==> config.mk <==
export PLATFORM = sky130hd
export DESIGN_NAME = sc_fir_bank
export DESIGN_NICKNAME = d
export VERILOG_FILES = /design/src/rtl/sc_fir_bank.sv
export SDC_FILE = /design/constraint.sdc
export NUM_CORES = 2
export LEC_CHECK = 0
export CAP_MARGIN = 20
export CORE_ASPECT_RATIO = 0.75
export CORE_MARGIN = 2
export CORE_UTILIZATION = 44
export CTS_BUF_LIST = sky130_fd_sc_hd__clkbuf_4 sky130_fd_sc_hd__clkbuf_8
export DETAILED_ROUTE_END_ITERATION = 8
export GPL_TIMING_DRIVEN = 0
export SKIP_LAST_GASP = 1
export SYNTH_ARGS = -nofsm -noshare
export SYNTH_HDL_FRONTEND = slang
export SYNTH_SLANG_ARGS = --single-unit
==> constraint.sdc <==
create_clock -name clock -period 22.2 [get_ports clock]
set_clock_uncertainty 0.05 [all_clocks]
set_input_delay 2.22 -clock clock [delete_from_list [all_inputs] [get_ports clock]]
set_output_delay 2.22 -clock clock [all_outputs]
set_load 0.005 [all_outputs]
==> src/rtl/sc_fir_bank.sv <==
// sc_fir_bank: multi-channel stochastic-computing FIR engine.
// One accepted sample vector is filtered on every enabled lane over a
// single stochastic stream of 2^N cycles. All lanes share the tap weights
// (cumulative thresholds plus signs) and the random sources: the stream
// counter t picks the tap, and its bit-reverse (a van der Corput sequence)
// is the comparison threshold for the tap's magnitude.
module sc_fir_bank #(
    parameter int N    = 12,
    parameter int TAPS = 19,
    parameter int CH   = 4,
    parameter int AW   = $clog2(TAPS)
) (
    input  logic                clock,
    input  logic                reset,
    input  logic [CH-1:0]       ch_en,
    input  logic                in_valid,
    output logic                in_ready,
    input  logic [CH*(N+1)-1:0] in_data,
    input  logic                cfg_we,
    input  logic [AW-1:0]       cfg_addr,
    input  logic [N+1:0]        cfg_data,
    output logic                out_valid,
    input  logic                out_ready,
    output logic [CH*(N+1)-1:0] out_data,
    output logic                busy
);

    // Lane width (sign-magnitude in, two's complement out) and accumulator width.
    localparam int SW   = N + 1;
    localparam int ACCW = N + 2;

    typedef enum logic [1:0] {
        S_IDLE,
        S_RUN,
        S_DONE
    } state_t;

    state_t state_q, state_d;

    // Stream counter; doubles as the tap-select source.
    logic [N-1:0] t_q, t_d;

    // Coefficient table: cumulative thresholds and per-tap signs.
    logic [N:0]      thr_q [TAPS];
    logic [TAPS-1:0] csign_q;

    // Per-lane delay lines, tap 0 holds the newest sample.
    logic [SW-1:0] dl_q [CH][TAPS];

    // Lane enables captured at accept time.
    logic [CH-1:0] en_q;

    logic signed [ACCW-1:0] acc_q [CH];
    logic signed [ACCW-1:0] acc_d [CH];

    logic [CH*SW-1:0] out_data_q, out_data_d;
    logic             out_valid_q, out_valid_d;

    logic          accept;
    logic          last;
    logic          cfg_ok;
    logic [N-1:0]  r_vdc;
    logic          tap_hit;
    logic          tap_csign;
    logic [SW-1:0] tap_smp [CH];

    assign in_ready  = (state_q == S_IDLE);
    assign busy      = ~in_ready;
    assign accept    = in_valid && in_ready;
    assign last      = (t_q == {N{1'b1}});
    assign cfg_ok    = cfg_we && (state_q == S_IDLE);
    assign out_valid = out_valid_q;
    assign out_data  = out_data_q;

    // State register.
    always_ff @(posedge clock) begin
        // NOTE: sequential state uses non-blocking assignments so every
        // register samples pre-edge values regardless of statement order.
        if (reset) begin
            state_q <= S_IDLE;
        end else begin
            state_q <= state_d;
        end
    end

    // Next-state logic: accept starts a run, the last stream cycle ends it,
    // and the downstream handshake releases the held result.
    always_comb begin
        // NOTE: every always_comb output gets a default before any branch;
        // a path that leaves one unassigned would infer a latch.
        state_d = state_q;
        unique case (state_q)
            S_IDLE:  if (accept)    state_d = S_RUN;
            S_RUN:   if (last)      state_d = S_DONE;
            S_DONE:  if (out_ready) state_d = S_IDLE;
            default:                state_d = S_IDLE;
        endcase
    end

    // VDC random source: bit-reverse of the stream counter.
    always_comb begin
        r_vdc = '0;
        for (int i = 0; i < N; i++) begin
            r_vdc[i] = t_q[N-1-i];
        end
    end

    // Tap select: lowest k with t < T_k wins (scan downward so the lowest
    // qualifying tap is written last); no hit means no contribution.
    always_comb begin
        tap_hit   = 1'b0;
        tap_csign = 1'b0;
        for (int c = 0; c < CH; c++) begin
            tap_smp[c] = '0;
        end
        for (int k = TAPS - 1; k >= 0; k--) begin
            if ({1'b0, t_q} < thr_q[k]) begin
                tap_hit   = 1'b1;
                tap_csign = csign_q[k];
                for (int c = 0; c < CH; c++) begin
                    tap_smp[c] = dl_q[c][k];
                end
            end
        end
    end

    // Datapath next state: counter, per-lane accumulators and result capture.
    always_comb begin
        t_d         = t_q;
        out_data_d  = out_data_q;
        out_valid_d = out_valid_q;
        for (int c = 0; c < CH; c++) begin
            acc_d[c] = acc_q[c];
        end

        unique case (state_q)
            S_IDLE: begin
                if (accept) begin
                    t_d = '0;
                    for (int c = 0; c < CH; c++) begin
                        acc_d[c] = '0;
                    end
                end
            end
            S_RUN: begin
                t_d = t_q + N'(1);
                for (int c = 0; c < CH; c++) begin
                    // Stochastic bit: selected magnitude beats the VDC value.
                    if (en_q[c] && tap_hit && (tap_smp[c][N-1:0] > r_vdc)) begin
                        if (tap_smp[c][N] ^ tap_csign) begin
                            acc_d[c] = acc_q[c] - ACCW'(1);
                        end else begin
                            acc_d[c] = acc_q[c] + ACCW'(1);
                        end
                    end
                end
                // Final cycle: load results including this cycle's increment.
                if (last) begin
                    out_valid_d = 1'b1;
                    for (int c = 0; c < CH; c++) begin
                        out_data_d[c*SW +: SW] = en_q[c] ? acc_d[c][SW-1:0] : '0;
                    end
                end
            end
            S_DONE: begin
                if (out_ready) begin
                    out_valid_d = 1'b0;
                end
            end
            default: begin
                out_valid_d = 1'b0;
            end
        endcase
    end

    // Datapath registers; enables are latched only when a vector is accepted.
    always_ff @(posedge clock) begin
        if (reset) begin
            t_q         <= '0;
            en_q        <= '0;
            out_data_q  <= '0;
            out_valid_q <= 1'b0;
            for (int c = 0; c < CH; c++) begin
                acc_q[c] <= '0;
            end
        end else begin
            t_q         <= t_d;
            out_data_q  <= out_data_d;
            out_valid_q <= out_valid_d;
            for (int c = 0; c < CH; c++) begin
                acc_q[c] <= acc_d[c];
            end
            if (accept) begin
                en_q <= ch_en;
            end
        end
    end

    // Delay lines: enabled lanes shift in the new sample on accept,
    // disabled lanes keep their history untouched.
    always_ff @(posedge clock) begin
        // NOTE: these storage arrays are reset on purpose; a cleared history
        // and identity coefficients are the defined post-reset behaviour.
        // Plain data storage without such a requirement would be left unreset.
        if (reset) begin
            for (int c = 0; c < CH; c++) begin
                for (int k = 0; k < TAPS; k++) begin
                    dl_q[c][k] <= '0;
                end
            end
        end else if (accept) begin
            for (int c = 0; c < CH; c++) begin
                if (ch_en[c]) begin
                    dl_q[c][0] <= in_data[c*SW +: SW];
                    for (int k = 1; k < TAPS; k++) begin
                        dl_q[c][k] <= dl_q[c][k-1];
                    end
                end
            end
        end
    end

    // Coefficient table: writable only while idle; addresses past the last
    // tap match no entry and are dropped. Reset restores an identity filter
    // (every threshold at 2^N, all signs positive, so tap 0 always wins).
    always_ff @(posedge clock) begin
        if (reset) begin
            csign_q <= '0;
            for (int k = 0; k < TAPS; k++) begin
                thr_q[k] <= {1'b1, {N{1'b0}}};
            end
        end else if (cfg_ok) begin
            for (int k = 0; k < TAPS; k++) begin
                if (cfg_addr == AW'(k)) begin
                    thr_q[k]   <= cfg_data[N:0];
                    csign_q[k] <= cfg_data[N+1];
                end
            end
        end
    end

endmodule

==> metrics.yaml <==
die-area_um2: 156000
hold_buffers: 0
dr.pass1.iters: 9
grt_max_degree: 80
finalSetupViolCount: 0
cts_sinks: 1377
worstSetupEndpointType: "flip-flop"
antenna_found_initial: 7
holdCritPathClass: "flip-flop to flip-flop"
synthTopCellsByCount: "1,235 x edfxtp_1, 530 x nor2_1, 516 x and2_1, 496 x and3_1, 390 x clkbuf_1"
grt_usage: 0.265
worst-path-max-fanout: 22
power.leakage_nw: 30.4
outcome: "finished with violations"
ctsResizeCount: 0
violations: "design-rule violations"
synth_most_common_cell: "edfxtp_1"
ys_seq_area_frac: 0.595
clk_pin_slew_ps: 60
slowest_delay_ps: 970
cts_inserted_buffers: 223
yosysWarnings: 0
routed_wl_um: 209000
worstMarginPinSlew_ps: 1250
cp_slowest_cell: "dfxtp_2"
synth-async-reset-ratio: 0
hold_violations: 0
std_cell_rows: 124
worstSetupPathType: "flip-flop to flip-flop"
synthesis.area_um2: 67100
vias: 48600
initial_core_util: 0.442
syn_avg_cell_area_um2: 11.5
clkLatencyLatePin_ps: 980
core_um2: 152000
avgViaCountPerCell: 5.75
gp_congestion: 0.939
synth_top_area_frac: 0.552
route.detailed.drc: 7
cpMostUsedCell: "a21o_1"
drtIter0Drc: 6205
cp.required_ps: 22960
drtAntennaViolNets: 0
cts_setup_buffers: 0
synthFlopType: "edfxtp_1"
finalNetCount: 6632
area_delta_synth_final_pct: 13.4
critPathArrivalTime_ps: 10030
grt_overflow: 0
slew_headroom: 0.167
netlist_instances: 5853
tns_ps: 0
h-tree-depth: 4
die_w_um: 455
wl_per_cell_um: 24.6
die_h_um: 342
io_buffers: 131
synth-edff-count: 1235
rsz0062_at_grt: "false"
hpwlAfterDp_um: 154000
ys_ff_latch: 1377
syn-num-nets: 6243
synth_largest_area_cell: "edfxtp_1"
layout-drive-gt1-share: 0.0744
slew_viol_final: 0
cellPowerDensity_nw_per_um2: 74.1
finalCritPeriodShare: 0.417
ios: 135
clock_path_buffers: 3
rrSetupSlack_ps: 12930
cts_tree: "done"
max_freq_ghz: 0.108
start_kind: "flip-flop"
synthTopCellsByArea: "edfxtp_1 55%, ha_1 5.7%, and2_1 4.8%"
drv_cap: 0
ys_types: 85
period_needed_ps: 9270
grt_pass1_vias: 45200
ir_worst_vdd_mv: 0.0666
final_util: 0.501
grt_pass1_wl_um: 302000
ctsRootBufferMaster: "clkbuf_8"
==> cell families (layout without fill, tap and decap cells) <==
logic type | after synthesis | after routing | synth area share
buf+inv | 692 | 1274 | 0.0395
flops | 1377 | 1377 | 0.595
xor+xnor | 48 | 48 | 0.00626
other cells | 0 | 9 | 0
fa+ha+maj | 310 | 310 | 0.0582
mux | 69 | 69 | 0.0104
compound gates | 1166 | 1166 | 0.118
simple gates | 2191 | 2191 | 0.173
==> layout make-up <==
cell class                      instances  area [µm²]
Fill cell                           13500       75700
Tap cell                             2016        2520
Timing Repair Buffer                  164        1910
Clock inverter                         90         490
Multi-Input combinational cell       3784       24600
Buffer                                434        1680
Antenna cell                            9        22.5
Sequential cell                      1377       39900
Clock buffer                          328        4000
Inverter                              258         968
==> worst max-delay path: cells and delay by family, from the launching register on <==
kind / cells / cell delay, ps
fa+ha+maj: 2 / 660
simple gates: 3 / 500
mux: 1 / 320
buf+inv: 6 / 2130
compound gates: 16 / 4450
flops: 1 / 970
==> per-stage QoR <==
step	power [W]	std cells	setup WS [ps]	hold WS, ps	area (µm²)
5_1_grt	0.00583	8458	12530	457	76200
3_3_place_gp	0.00347	8000	8790	421	71000
2_1_floorplan	0.00331	5853	12490	386	67100
3_5_place_dp	0.00345	8031	13090	422	71600
4_1_cts	0.00566	8449	13030	437	76100
6_report	0.00564	8460	12930	432	76200
==> sequential cells by signal, summed over array words and instances (netlist names) <==
register   count
dl_q         988
thr_q        247
acc_q         52
out_data      52
csign_q       19
t_q           12
en_q           4
state_q        2
out_valid      1
==> final timing paths <==
kind | startpoint | to | cells past startpoint
hold / removal | out_data[37]$_SDFFE_PP0P_ | out_data[37]$_SDFFE_PP0P_ | 2
setup reg to reg | t_q[7]$_SDFFE_PP0P_ | out_data[40]$_SDFFE_PP0P_ | 28
setup / recovery | t_q[7]$_SDFFE_PP0P_ | out_data[40]$_SDFFE_PP0P_ | 28
hold reg to reg | out_data[37]$_SDFFE_PP0P_ | out_data[37]$_SDFFE_PP0P_ | 2
==> metal layers <==
| layer | track usage | part of all wire | vias to the layer above | routed length, µm |
|---|---|---|---|---|
| met5 | 0 | 0 | - | 0 |
| met4 | 0.0708 | 0.023 | 0 | 4750 |
| li1 | - | - | 22600 | - |
| met1 | 0.417 | 0.48 | 23600 | 99200 |
| met3 | 0.0634 | 0.10 | 277 | 21200 |
| met2 | 0.358 | 0.40 | 2211 | 83400 |
==> power breakdown <==
part	internal, W	total (W)	switching (W)	leakage (nW)
Sequential	0.00297	0.00306	0.0000847	14.1
Combinational	0.000116	0.000353	0.000237	13.9
Clock	0.00118	0.00223	0.00105	2.39
Total	0.00427	0.00564	0.00137	30.4
==> placed cells by master (no fill, tap or decap), drive strengths merged, types with 76 or more instances in the layout <==
master and n:
inv 264, o21ai 150, dfxtp 142, nand3 156
ha 306, a221oi 137, a21oi 316, nand2 247
and3 496, clkbuf 719, and2 517, a21o 82
buf 76, nor2 531, o221ai 76, edfxtp 1235
clkdlybuf4s50 131
No activity file was read; power rests on OpenSTA's default activity.
